File: src/rtl/uart_rx_pkg.sv
// uart_rx_pkg: shared constants and types for the UART receive path.
//   OVERSAMPLE          oversample ticks per bit
//   SAMPLE_A/B/C        oversample ticks at which the line is sampled (C decides)
//   rx_state_e          receiver FSM state encoding
//   maj3()              2-of-3 majority vote
// The same constants are intended for reuse by the transmit side.
package uart_rx_pkg;

    localparam int OVERSAMPLE = 16;
    localparam int OS_W       = $clog2(OVERSAMPLE);
    localparam int SAMPLE_A   = 7;
    localparam int SAMPLE_B   = 8;
    localparam int SAMPLE_C   = 9;

    typedef enum logic [2:0] {
        ST_IDLE      = 3'd0,
        ST_START     = 3'd1,
        ST_DATA      = 3'd2,
        ST_STOP      = 3'd3,
        ST_WAIT_HIGH = 3'd4
    } rx_state_e;

    function automatic logic maj3(input logic a, input logic b, input logic c);
        return (a & b) | (a & c) | (b & c);
    endfunction

endpackage

File: src/rtl/uart_rx_baud_tick.sv
// uart_rx_baud_tick: oversample tick generator.
//   clk    system clock
//   rst    synchronous active-high reset
//   clr    synchronous clear; realigns the tick phase to a frame start
//   tick   one-cycle pulse every CLK_DIV clocks (count == CLK_DIV-1)
module uart_rx_baud_tick #(
    parameter int CLK_DIV = 27
) (
    input  logic clk,
    input  logic rst,
    input  logic clr,
    output logic tick
);
    localparam int CW = (CLK_DIV > 2) ? $clog2(CLK_DIV) : 1;

    logic [CW-1:0] cnt_q;
    logic [CW-1:0] cnt_d;

    assign tick = (cnt_q == CW'(CLK_DIV - 1));

    always_comb begin
        cnt_d = cnt_q + 1'b1;
        if (clr || tick) begin
            cnt_d = '0;
        end
    end

    always_ff @(posedge clk) begin
        if (rst) begin
            cnt_q <= '0;
        end else begin
            cnt_q <= cnt_d;
        end
    end

endmodule

File: src/rtl/uart_rx.sv
// uart_rx: 8N1 UART receiver with 16x oversampling and majority-vote sampling.
//   CLK        system clock, rising edge
//   RESET      synchronous active-high reset
//   RXD        asynchronous serial input, idle high
//   DATA       received byte, stable while VALID=1
//   VALID      DATA holds an unconsumed byte
//   READY      consumer accepts DATA when VALID & READY
//   FRAME_ERR  one-cycle pulse: stop bit sampled low
//   OVERRUN    one-cycle pulse: completed byte dropped, holding register full
//   BUSY       frame reception in progress
module uart_rx
    import uart_rx_pkg::*;
#(
    parameter int CLK_DIV   = 27,
    parameter int DATA_BITS = 8
) (
    input  logic                 CLK,
    input  logic                 RESET,
    input  logic                 RXD,
    output logic [DATA_BITS-1:0] DATA,
    output logic                 VALID,
    input  logic                 READY,
    output logic                 FRAME_ERR,
    output logic                 OVERRUN,
    output logic                 BUSY
);
    localparam int BW = (DATA_BITS > 1) ? $clog2(DATA_BITS) : 1;

    logic                 meta_q, rxs_q, rxs_dly_q;
    rx_state_e            state_q, state_d;
    logic [OS_W-1:0]      os_cnt_q, os_cnt_d;
    logic [BW-1:0]        bit_idx_q, bit_idx_d;
    logic                 s_a_q, s_a_d, s_b_q, s_b_d;
    logic [DATA_BITS-1:0] shift_q, shift_d;
    logic [DATA_BITS-1:0] data_q, data_d;
    logic                 valid_q, valid_d;
    logic                 ferr_q, ferr_d;
    logic                 ovr_q, ovr_d;

    logic tick, start_edge, decide, bit_val, deliver;

    // Tick phase restarts at the start edge so samples land mid-bit.
    assign start_edge = (state_q == ST_IDLE) && rxs_dly_q && !rxs_q;

    uart_rx_baud_tick #(.CLK_DIV(CLK_DIV)) u_tick (
        .clk  (CLK),
        .rst  (RESET),
        .clr  (start_edge),
        .tick (tick)
    );

    assign decide  = tick && (os_cnt_q == OS_W'(SAMPLE_C)) &&
                     (state_q inside {ST_START, ST_DATA, ST_STOP});
    assign bit_val = maj3(s_a_q, s_b_q, rxs_q);

    always_comb begin
        state_d   = state_q;
        os_cnt_d  = os_cnt_q;
        bit_idx_d = bit_idx_q;
        s_a_d     = s_a_q;
        s_b_d     = s_b_q;
        shift_d   = shift_q;
        data_d    = data_q;
        valid_d   = valid_q;
        ferr_d    = 1'b0;
        ovr_d     = 1'b0;
        deliver   = 1'b0;

        if (valid_q && READY) begin
            valid_d = 1'b0;
        end

        case (state_q)
            ST_IDLE: begin
                if (start_edge) begin
                    state_d   = ST_START;
                    os_cnt_d  = '0;
                    bit_idx_d = '0;
                end
            end
            ST_START, ST_DATA, ST_STOP: begin
                if (tick) begin
                    os_cnt_d = os_cnt_q + 1'b1;
                    if (os_cnt_q == OS_W'(SAMPLE_A)) s_a_d = rxs_q;
                    if (os_cnt_q == OS_W'(SAMPLE_B)) s_b_d = rxs_q;
                end
                if (decide) begin
                    case (state_q)
                        ST_START: begin
                            // A high start sample means the edge was a glitch.
                            state_d   = bit_val ? ST_IDLE : ST_DATA;
                            bit_idx_d = '0;
                        end
                        ST_DATA: begin
                            shift_d                = shift_q >> 1;
                            shift_d[DATA_BITS-1]   = bit_val;
                            if (bit_idx_q == BW'(DATA_BITS - 1)) begin
                                state_d = ST_STOP;
                            end else begin
                                bit_idx_d = bit_idx_q + 1'b1;
                            end
                        end
                        default: begin
                            // Leave mid-stop-bit so a back-to-back start edge is seen.
                            if (bit_val) begin
                                deliver = 1'b1;
                                state_d = ST_IDLE;
                            end else begin
                                ferr_d  = 1'b1;
                                state_d = ST_WAIT_HIGH;
                            end
                        end
                    endcase
                end
            end
            ST_WAIT_HIGH: begin
                if (rxs_q) state_d = ST_IDLE;
            end
            default: state_d = ST_IDLE;
        endcase

        // A same-cycle handshake frees the register for the new byte.
        if (deliver) begin
            if (!valid_q || READY) begin
                data_d  = shift_q;
                valid_d = 1'b1;
            end else begin
                ovr_d = 1'b1;
            end
        end
    end

    always_ff @(posedge CLK) begin
        if (RESET) begin
            meta_q    <= 1'b1;
            rxs_q     <= 1'b1;
            rxs_dly_q <= 1'b1;
            state_q   <= ST_IDLE;
            os_cnt_q  <= '0;
            bit_idx_q <= '0;
            s_a_q     <= 1'b0;
            s_b_q     <= 1'b0;
            shift_q   <= '0;
            data_q    <= '0;
            valid_q   <= 1'b0;
            ferr_q    <= 1'b0;
            ovr_q     <= 1'b0;
        end else begin
            meta_q    <= RXD;
            rxs_q     <= meta_q;
            rxs_dly_q <= rxs_q;
            state_q   <= state_d;
            os_cnt_q  <= os_cnt_d;
            bit_idx_q <= bit_idx_d;
            s_a_q     <= s_a_d;
            s_b_q     <= s_b_d;
            shift_q   <= shift_d;
            data_q    <= data_d;
            valid_q   <= valid_d;
            ferr_q    <= ferr_d;
            ovr_q     <= ovr_d;
        end
    end

    assign DATA      = data_q;
    assign VALID     = valid_q;
    assign FRAME_ERR = ferr_q;
    assign OVERRUN   = ovr_q;
    assign BUSY      = (state_q != ST_IDLE);

endmodule

File: config.mk
export PLATFORM = sky130hd
export DESIGN_NAME = uart_rx
export DESIGN_NICKNAME = d
export VERILOG_FILES = /design/src/rtl/uart_rx_pkg.sv /design/src/rtl/uart_rx_baud_tick.sv /design/src/rtl/uart_rx.sv
export SDC_FILE = /design/constraint.sdc
export NUM_CORES = 1
export LEC_CHECK = 0
export CAP_MARGIN = 40
export CORE_MARGIN = 3
export CORE_UTILIZATION = 50
export DETAILED_ROUTE_END_ITERATION = 7
export MAX_ROUTING_LAYER = met4
export PLACE_DENSITY = 0.68
export RECOVER_POWER = 50
export SLEW_MARGIN = 30
export SYNTH_ARGS = -nofsm -noshare
export SYNTH_HDL_FRONTEND = slang
export SYNTH_SLANG_ARGS = --single-unit
File: constraint.sdc
create_clock -name CLK -period 4.6 [get_ports CLK]
set_input_delay 0.92 -clock CLK [delete_from_list [all_inputs] [get_ports CLK]]
set_output_delay 0.92 -clock CLK [all_outputs]
set_load 0.005 [all_outputs]
==> metrics.csv, run 1 <==
stage;metric;value;unit
sta;slew_viol_final;47;
logic_synthesis;yosysWarnings;0;
drt;via_per_inst;5.35;
outcome;outcome;complete, but fails checks;
grt;grt_pass1_wl;5370;µm
cts;cts_sinks;39;
sta;tightest_slew;1.59;ns
sta;hold_slack;0.428;ns
floorplan;die_area;4380;µm²
grt;grt_use_total;16.2;%
placement;post-place-ws;2.32;ns
cts;clk_pin_slew;0.11;ns
drt;dr.pass1.iters;4;
finish;fillers;309;
floorplan;rows;21;
logic_synthesis;avgSynthCellArea;9.96;µm²
job;maxCapViolCount;1;
logic_synthesis;synth_edf_count;0;
logic_synthesis;yosysTopAreaCell;dfxtp_1;
logic_synthesis;syn-num-nets;193;
pwr;leakage;0.716;nW
drt;drt_iter0_drc;79;
grt;grt_pass1_vias;1226;
grt;antenna_found_initial;0;
cts;cts_hold_buf;0;
logic_synthesis;ys_seq_area_share;43.1;%
cts;postCtsSetupBuffers;0;
worst_setup_path;startpoint_type;input port;
worst_hold_path;hp-class;reg2reg;
logic_synthesis;ys_types;42;
worst_setup_path;arrival;2.99;ns
outcome;violations;capacitance limit, slew limit;
floorplan;core;3420;µm²
pwr;cellPowerDensity;292;nW/µm²
finish;drive_gt1_share;11.2;%
logic_synthesis;synth_seq_cells;39;
cts;cts_tree;done;
drt;ant_nets;0;
finish;nets;207;
cts;cts_root_buffer;clkbuf_4;
logic_synthesis;synth_area;1810;µm²
cts;clockBufferDepth;2;
sta;post-route-period-util;60.1;%
placement;place.gp.congestion;0.774;
floorplan;initial_core_util;53.1;%
logic_synthesis;synthTopCellsByArea;dfxtp_1 (43%), mux2i_1 (12%), nand2b_1 (6.6%);
logic_synthesis;synthFlopType;dfxtp_1;
finish;antenna_cells;0;
floorplan;ios;16;
sta;finalSetupViolations;0;
pwr;ir_drop;0.262;mV
worst_setup_path;criticalPathCategory;in2reg;
finish;multi_input_area;965;µm²
grt;grt_max_degree;47;
worst_setup_path;end_kind;flop;
sta;max_freq;362;MHz
sta;fin_ws;1.84;ns
drt;routed_wl;3100;µm
logic_synthesis;synth.most_common_cell;dfxtp_1;
worst_setup_path;cp_max_fo;46;
worst_setup_path;required;4.83;ns
pwr;power;603;µW
floorplan;die_w;66.2;µm
placement;hpwl;2190;µm
placement;port-buffer-count;15;
sta;hold_viol_final;0;
cts;cts_buffers;5;
sta;tns;0;ns
drt;num_vias;1299;
logic_synthesis;syn_inst;182;
drt;route.detailed.drc;0;
logic_synthesis;synth_common_cells;dfxtp_1 (39), mux2i_1 (22), nand2b_1 (19), nor2_1 (18);
floorplan;dieHeight;66.2;µm
cts;htree_levels;2;
cts;ctsResizeCount;0;
grt;grt_overflow_total;0;
finish;seq_area;781;µm²
logic_synthesis;synth_top_area_share;43.1;%
logic_synthesis;postSynth.asyncResetShare;0;%
sta;fin_crit;2.76;ns
sta;max_slew_margin;-5.95;%
sta;skew;0.00352;ns
cts;insertion_delay;0.33;ns
finish;area_delta_synth_final;14.1;%
sta;rsz0062_at_grt;false;
drt;wl_per_cell;12.7;µm
-- power by group --
| group | switching [mW] | internal, mW |
|---|---|---|
| logic | 0.0120 | 0.0119 |
| registers | 0.00351 | 0.341 |
| clock network | 0.106 | 0.128 |
| total | 0.122 | 0.481 |
-- per-layer routing --
metal | vias up | part of all wire, % | global-route usage, %
li1 | 664 | - | -
met1 | 609 | 48 | 18.9
met2 | 24 | 48 | 26.0
met3 | 2 | 3.5 | 4.93
met4 | 0 | 0.58 | 6.09
met5 | - | 0 | -
-- state kept, by name (all words and copies together) (netlist names) --
name / flops
bit_idx_q: 3
s_b_q: 1
OVERRUN: 1
os_cnt_q: 4
rxs_dly_q: 1
meta_q: 1
DATA: 8
FRAME_ERR: 1
rxs_q: 1
state_q: 3
u_tick.cnt_q: 5
shift_q: 8
s_a_q: 1
VALID: 1
-- cell type report --
| type | count | area share [%] |
|---|---|---|
| clock buffers | 6 | 2.48 |
| multi-input cells | 128 | 46.6 |
| repair buffers | 17 | 7.80 |
| well taps | 46 | 2.78 |
| clock inverters | 2 | 1.69 |
| inverters | 5 | 0.907 |
| flip-flops and latches | 39 | 37.7 |
-- worst paths after layout --
kind         slack, ns            start  cells past startpoint           end
min               0.43           meta_q                      1         rxs_q
max reg2reg       2.58  u_tick.cnt_q[0]                      6  bit_idx_q[0]
max               1.84            RESET                      4  bit_idx_q[0]
min reg2reg       0.43           meta_q                      1         rxs_q
-- layout by cell type, fill, tap and decap left out, types with 3 or more instances in the layout --
| cell | instances |
|---|---|
| nand4b_1 | 3 |
| clkdlybuf4s50_1 | 14 |
| mux2i_1 | 22 |
| ha_1 | 7 |
| inv_1 | 5 |
| clkbuf_4 | 5 |
| dfxtp_1 | 39 |
| nor2_1 | 18 |
| or2_2 | 4 |
| a21oi_1 | 7 |
| nand2b_1 | 19 |
| nor3_1 | 3 |
| nand3_1 | 5 |
| o21ai_0 | 3 |
| nand3b_1 | 3 |
-- cell families (layout without fill, tap and decap cells) --
logic type,count (synthesis),in the layout,share of synthesized area [%]
DFF,39,39,43.1
buffers and inverters,15,30,3.73
AOI/OAI and AO/OA,20,20,8.49
muxes,23,23,12.8
adders and majority gates,8,8,5.38
and+or+nand+nor,74,74,25.1
xor gates and xnor gates,3,3,1.45
-- worst max-delay path, stage by stage --
cell and delay [ns]:
dlygate4sd3_1 0.52, clkbuf_1 1.15, nor2b_1 0.09, mux2_2 0.31
-- per-stage QoR --
| stage | std cells | util, % | area, µm² |
|---|---|---|---|
| after floorplan | 182 | - | 1810 |
| after global placement | 235 | 58.2 | 1990 |
| after detailed placement | 235 | 58.2 | 1990 |
| after CTS | 243 | 60.7 | 2070 |
| after global routing | 243 | 60.6 | 2070 |
| final | 243 | 60.6 | 2070 |
Note: power is estimated with default switching activity, not from simulation.
==> inputs of run 2 (changes only) <==
==> constraint.sdc (replaced) <==
create_clock -name CLK -period 2.87 [get_ports CLK]
set_input_delay 0.574 -clock CLK [delete_from_list [all_inputs] [get_ports CLK]]
set_output_delay 0.574 -clock CLK [all_outputs]
set_load 0.005 [all_outputs]
==> run 2 against run 1 <==
The flow now finishes without violations. Design area decreased by 1.8%. Routed wire length increased by 0.39%. Critical path depth unchanged. Core utilization decreased by 1.1 points. Clock power increased by 23%. Register-to-register slack got worse by 1.9 ns. Combinational power increased by 61%. Count of clock-buffer cells in the layout decreased by 1. Sequential cell count unchanged. Sequential share of layout area increased by 0.70 points. Die area unchanged. Critical endpoint unchanged.
==> metrics.csv, run 2 (synthesis gave the netlist of run 1 again) <==
stage;metric;value;unit;change
grt;busiest_layer;met2;;
sta;post-route-period-util;83.3;%;
floorplan;rows;21;;unchanged
sta;tightest_slew;1.22;ns;-0.368 ns
placement;place.gp.congestion;0.834;;+7.7%
cts;cts_tree;done;;
cts;postCtsSetupBuffers;0;;unchanged
drt;num_vias;1314;;+1.2%
cts;cts_hold_buf;0;;unchanged
outcome;outcome;complete, no violations;;
job;maxCapViolCount;0;;-1
finish;drive_gt1_share;10.7;%;-0.51 points
pwr;power;881;µW;+46%
worst_setup_path;cp_top_family;buffers and inverters;;
drt;routed_wl;3110;µm;+0.39%
pwr;swShare;24.6;%;+4.4 points
sta;skew;0.00812;ns;+0.00460 ns
sta;fin_crit;2.39;ns;
finish;final_cell_area;2030;µm²;-1.8%
grt;grt_use_met1;18.6;%;-0.32 points
sta;tns;0;ns;unchanged
worst_setup_path;reg2reg_slack;0.69;ns;-1.89 ns
drt;route.detailed.drc;0;;unchanged
cts;clockBufferDepth;2;;unchanged
worst_setup_path;crit_end;bit_idx_q[0];;
drt;via_per_inst;5.41;;+1.2%
worst_setup_path;ff2ff_path_depth;6;;unchanged
placement;port-buffer-count;15;;unchanged
grt;grt_pass1_wl;5380;µm;+0.26%
sta;slew_viol_final;0;;-100%
worst_setup_path;criticalPathCategory;in2reg;;
pwr;switching_power;217;µW;+78%
worst_setup_path;cp_cell_sequence;dlygate4sd3_1 > clkbuf_1 > nor2b_1 > mux2_2;;
grt;grt_max_degree;37;;-21%
worst_setup_path;slowest_stage;clkbuf_1;;
worst_hold_path;hp-class;reg2reg;;
grt;globalRouteMet2Util;25.8;%;-0.25 points
grt;grt_use_total;16.4;%;+0.21 points
finish;final_cell_mix;dfxtp_1 (39), mux2i_1 (22), nand2b_1 (19);;
pwr;power.internal;664;µW;+38%
cts;cts_buffers;5;;unchanged
worst_setup_path;worst-path-buf-inv;2;;unchanged
sta;finalSetupViolations;0;;unchanged
drt;ant_nets;0;;unchanged
pwr;leakage;0.720;nW;+0.65%
placement;place_area;1990;µm²;unchanged
grt;grt_overflow_total;0;;unchanged
floorplan;dieHeight;66.2;µm;unchanged
floorplan;die_w;66.2;µm;unchanged
floorplan;core;3420;µm²;unchanged
cts;htree_levels;2;;unchanged
worst_setup_path;reg2reg_from;u_tick.cnt_q[0];;
sta;max_freq;418;MHz;
cts;insertion_delay;0.35;ns;+0.02 ns
drt;wl_per_cell;12.8;µm;+0.39%
worst_setup_path;cp.depth;4;;unchanged
pwr;clock_power_share;32.9;%;-6.0 points
worst_setup_path;cp_max_fo;36;;-22%
pwr;cellPowerDensity;433;nW/µm²;+49%
pwr;ir_drop;0.415;mV;+58%
finish;nets;207;;unchanged
pwr;combinationalPowerShare;4.4;%;+0.4 points
floorplan;die_area;4380;µm²;unchanged
worst_setup_path;max_stage_delay;0.94;ns;-0.21 ns
floorplan;ios;16;;unchanged
finish;final_common_cell;dfxtp_1;;
grt;grt_pass1_vias;1279;;+4.3%
sta;hold_viol_final;0;;unchanged
worst_setup_path;startpoint_type;input port;;
cts;clk_pin_slew;0.12;ns;about the same
finish;area_delta_synth_final;12.1;%;
worst_setup_path;arrival;2.64;ns;-0.35 ns
floorplan;initial_core_util;53.1;%;unchanged
worst_setup_path;reg2reg_to;bit_idx_q[0];;
sta;max_slew_margin;18.6;%;+25 points
cts;ctsResizeCount;0;;unchanged
sta;rsz0062_at_grt;false;;
cts;cts_sinks;39;;unchanged
worst_setup_path;end_kind;flop;;
placement;hpwl;2180;µm;-0.22%
grt;antenna_found_initial;0;;unchanged
drt;drt_iter0_drc;91;;+15%
finish;antenna_cells;0;;unchanged
grt;gr-usage-met3;5.27;%;+0.34 points
drt;dr.pass1.iters;4;;unchanged
worst_setup_path;critPathLaunch;RESET;;
worst_hold_path;worstHoldStart;meta_q;;
worst_setup_path;required;3.12;ns;-1.71 ns
cts;cts_root_buffer;clkbuf_4;;
pwr;seq_power_share;62.7;%;+5.6 points
## run 2: per-stage QoR
step / worst slack (ns) / hold WS (ns) / std cells / utilization (%)
2_1_floorplan: 1.11 / 0.389 / 182 / -
3_3_place_gp: 0.829 / 0.401 / 235 / 58.2
3_5_place_dp: 0.803 / 0.400 / 235 / 58.2
4_1_cts: 0.554 / 0.429 / 243 / 60.0
5_1_grt: 0.250 / 0.439 / 243 / 59.5
6_report: 0.480 / 0.426 / 243 / 59.5
## run 2: worst register-to-register path, cell delays in order (launching register included)
cell and delay, ns:
dfxtp_1 0.35, inv_1 0.06, ha_1 0.16, and4b_1 0.32, nand3_1 0.34, a221oi_4 0.47, mux2_2 0.37
## run 2: power by group through the flow
| stage | Combinational (mW) | Sequential, mW | Clock (mW) |
|---|---|---|---|
| finish | 0.0384 | 0.552 | 0.290 |
| global route | 0.0433 | 0.554 | 0.323 |
| CTS | 0.0397 | 0.553 | 0.303 |
| detailed placement | 0.0395 | 0.565 | 0 |
| global placement | 0.0378 | 0.564 | 0 |
| floorplan | 0.0301 | 0.563 | 0 |
## run 2: final cells by class
class                      count  area, µm²
sequential                    39        781
clock inverter                 3       23.8
tap                           46       57.6
inverter                       5       18.8
multi-input combinational    128        952
timing repair buffer          17        161
clock buffer                   5       37.5
fill                         287       1380
## run 2: how the worst min path moves through the flow
stage / to / slack (ns) / cells after the start
4_1_cts: rxs_q / 0.43 / 1
3_5_place_dp: rxs_q / 0.40 / 1
6_report: rxs_q / 0.43 / 1
5_1_grt: rxs_q / 0.44 / 1
2_1_floorplan: rxs_q / 0.39 / 1
3_3_place_gp: rxs_q / 0.40 / 1
## run 2: layer usage
metal  vias up  share of wire, %  wire length, µm
met2        38                47             1470
met3        10               4.9              153
met1       605                45             1410
li1        661                 -                -
met5         -                 0                0
met4         0               2.5               77
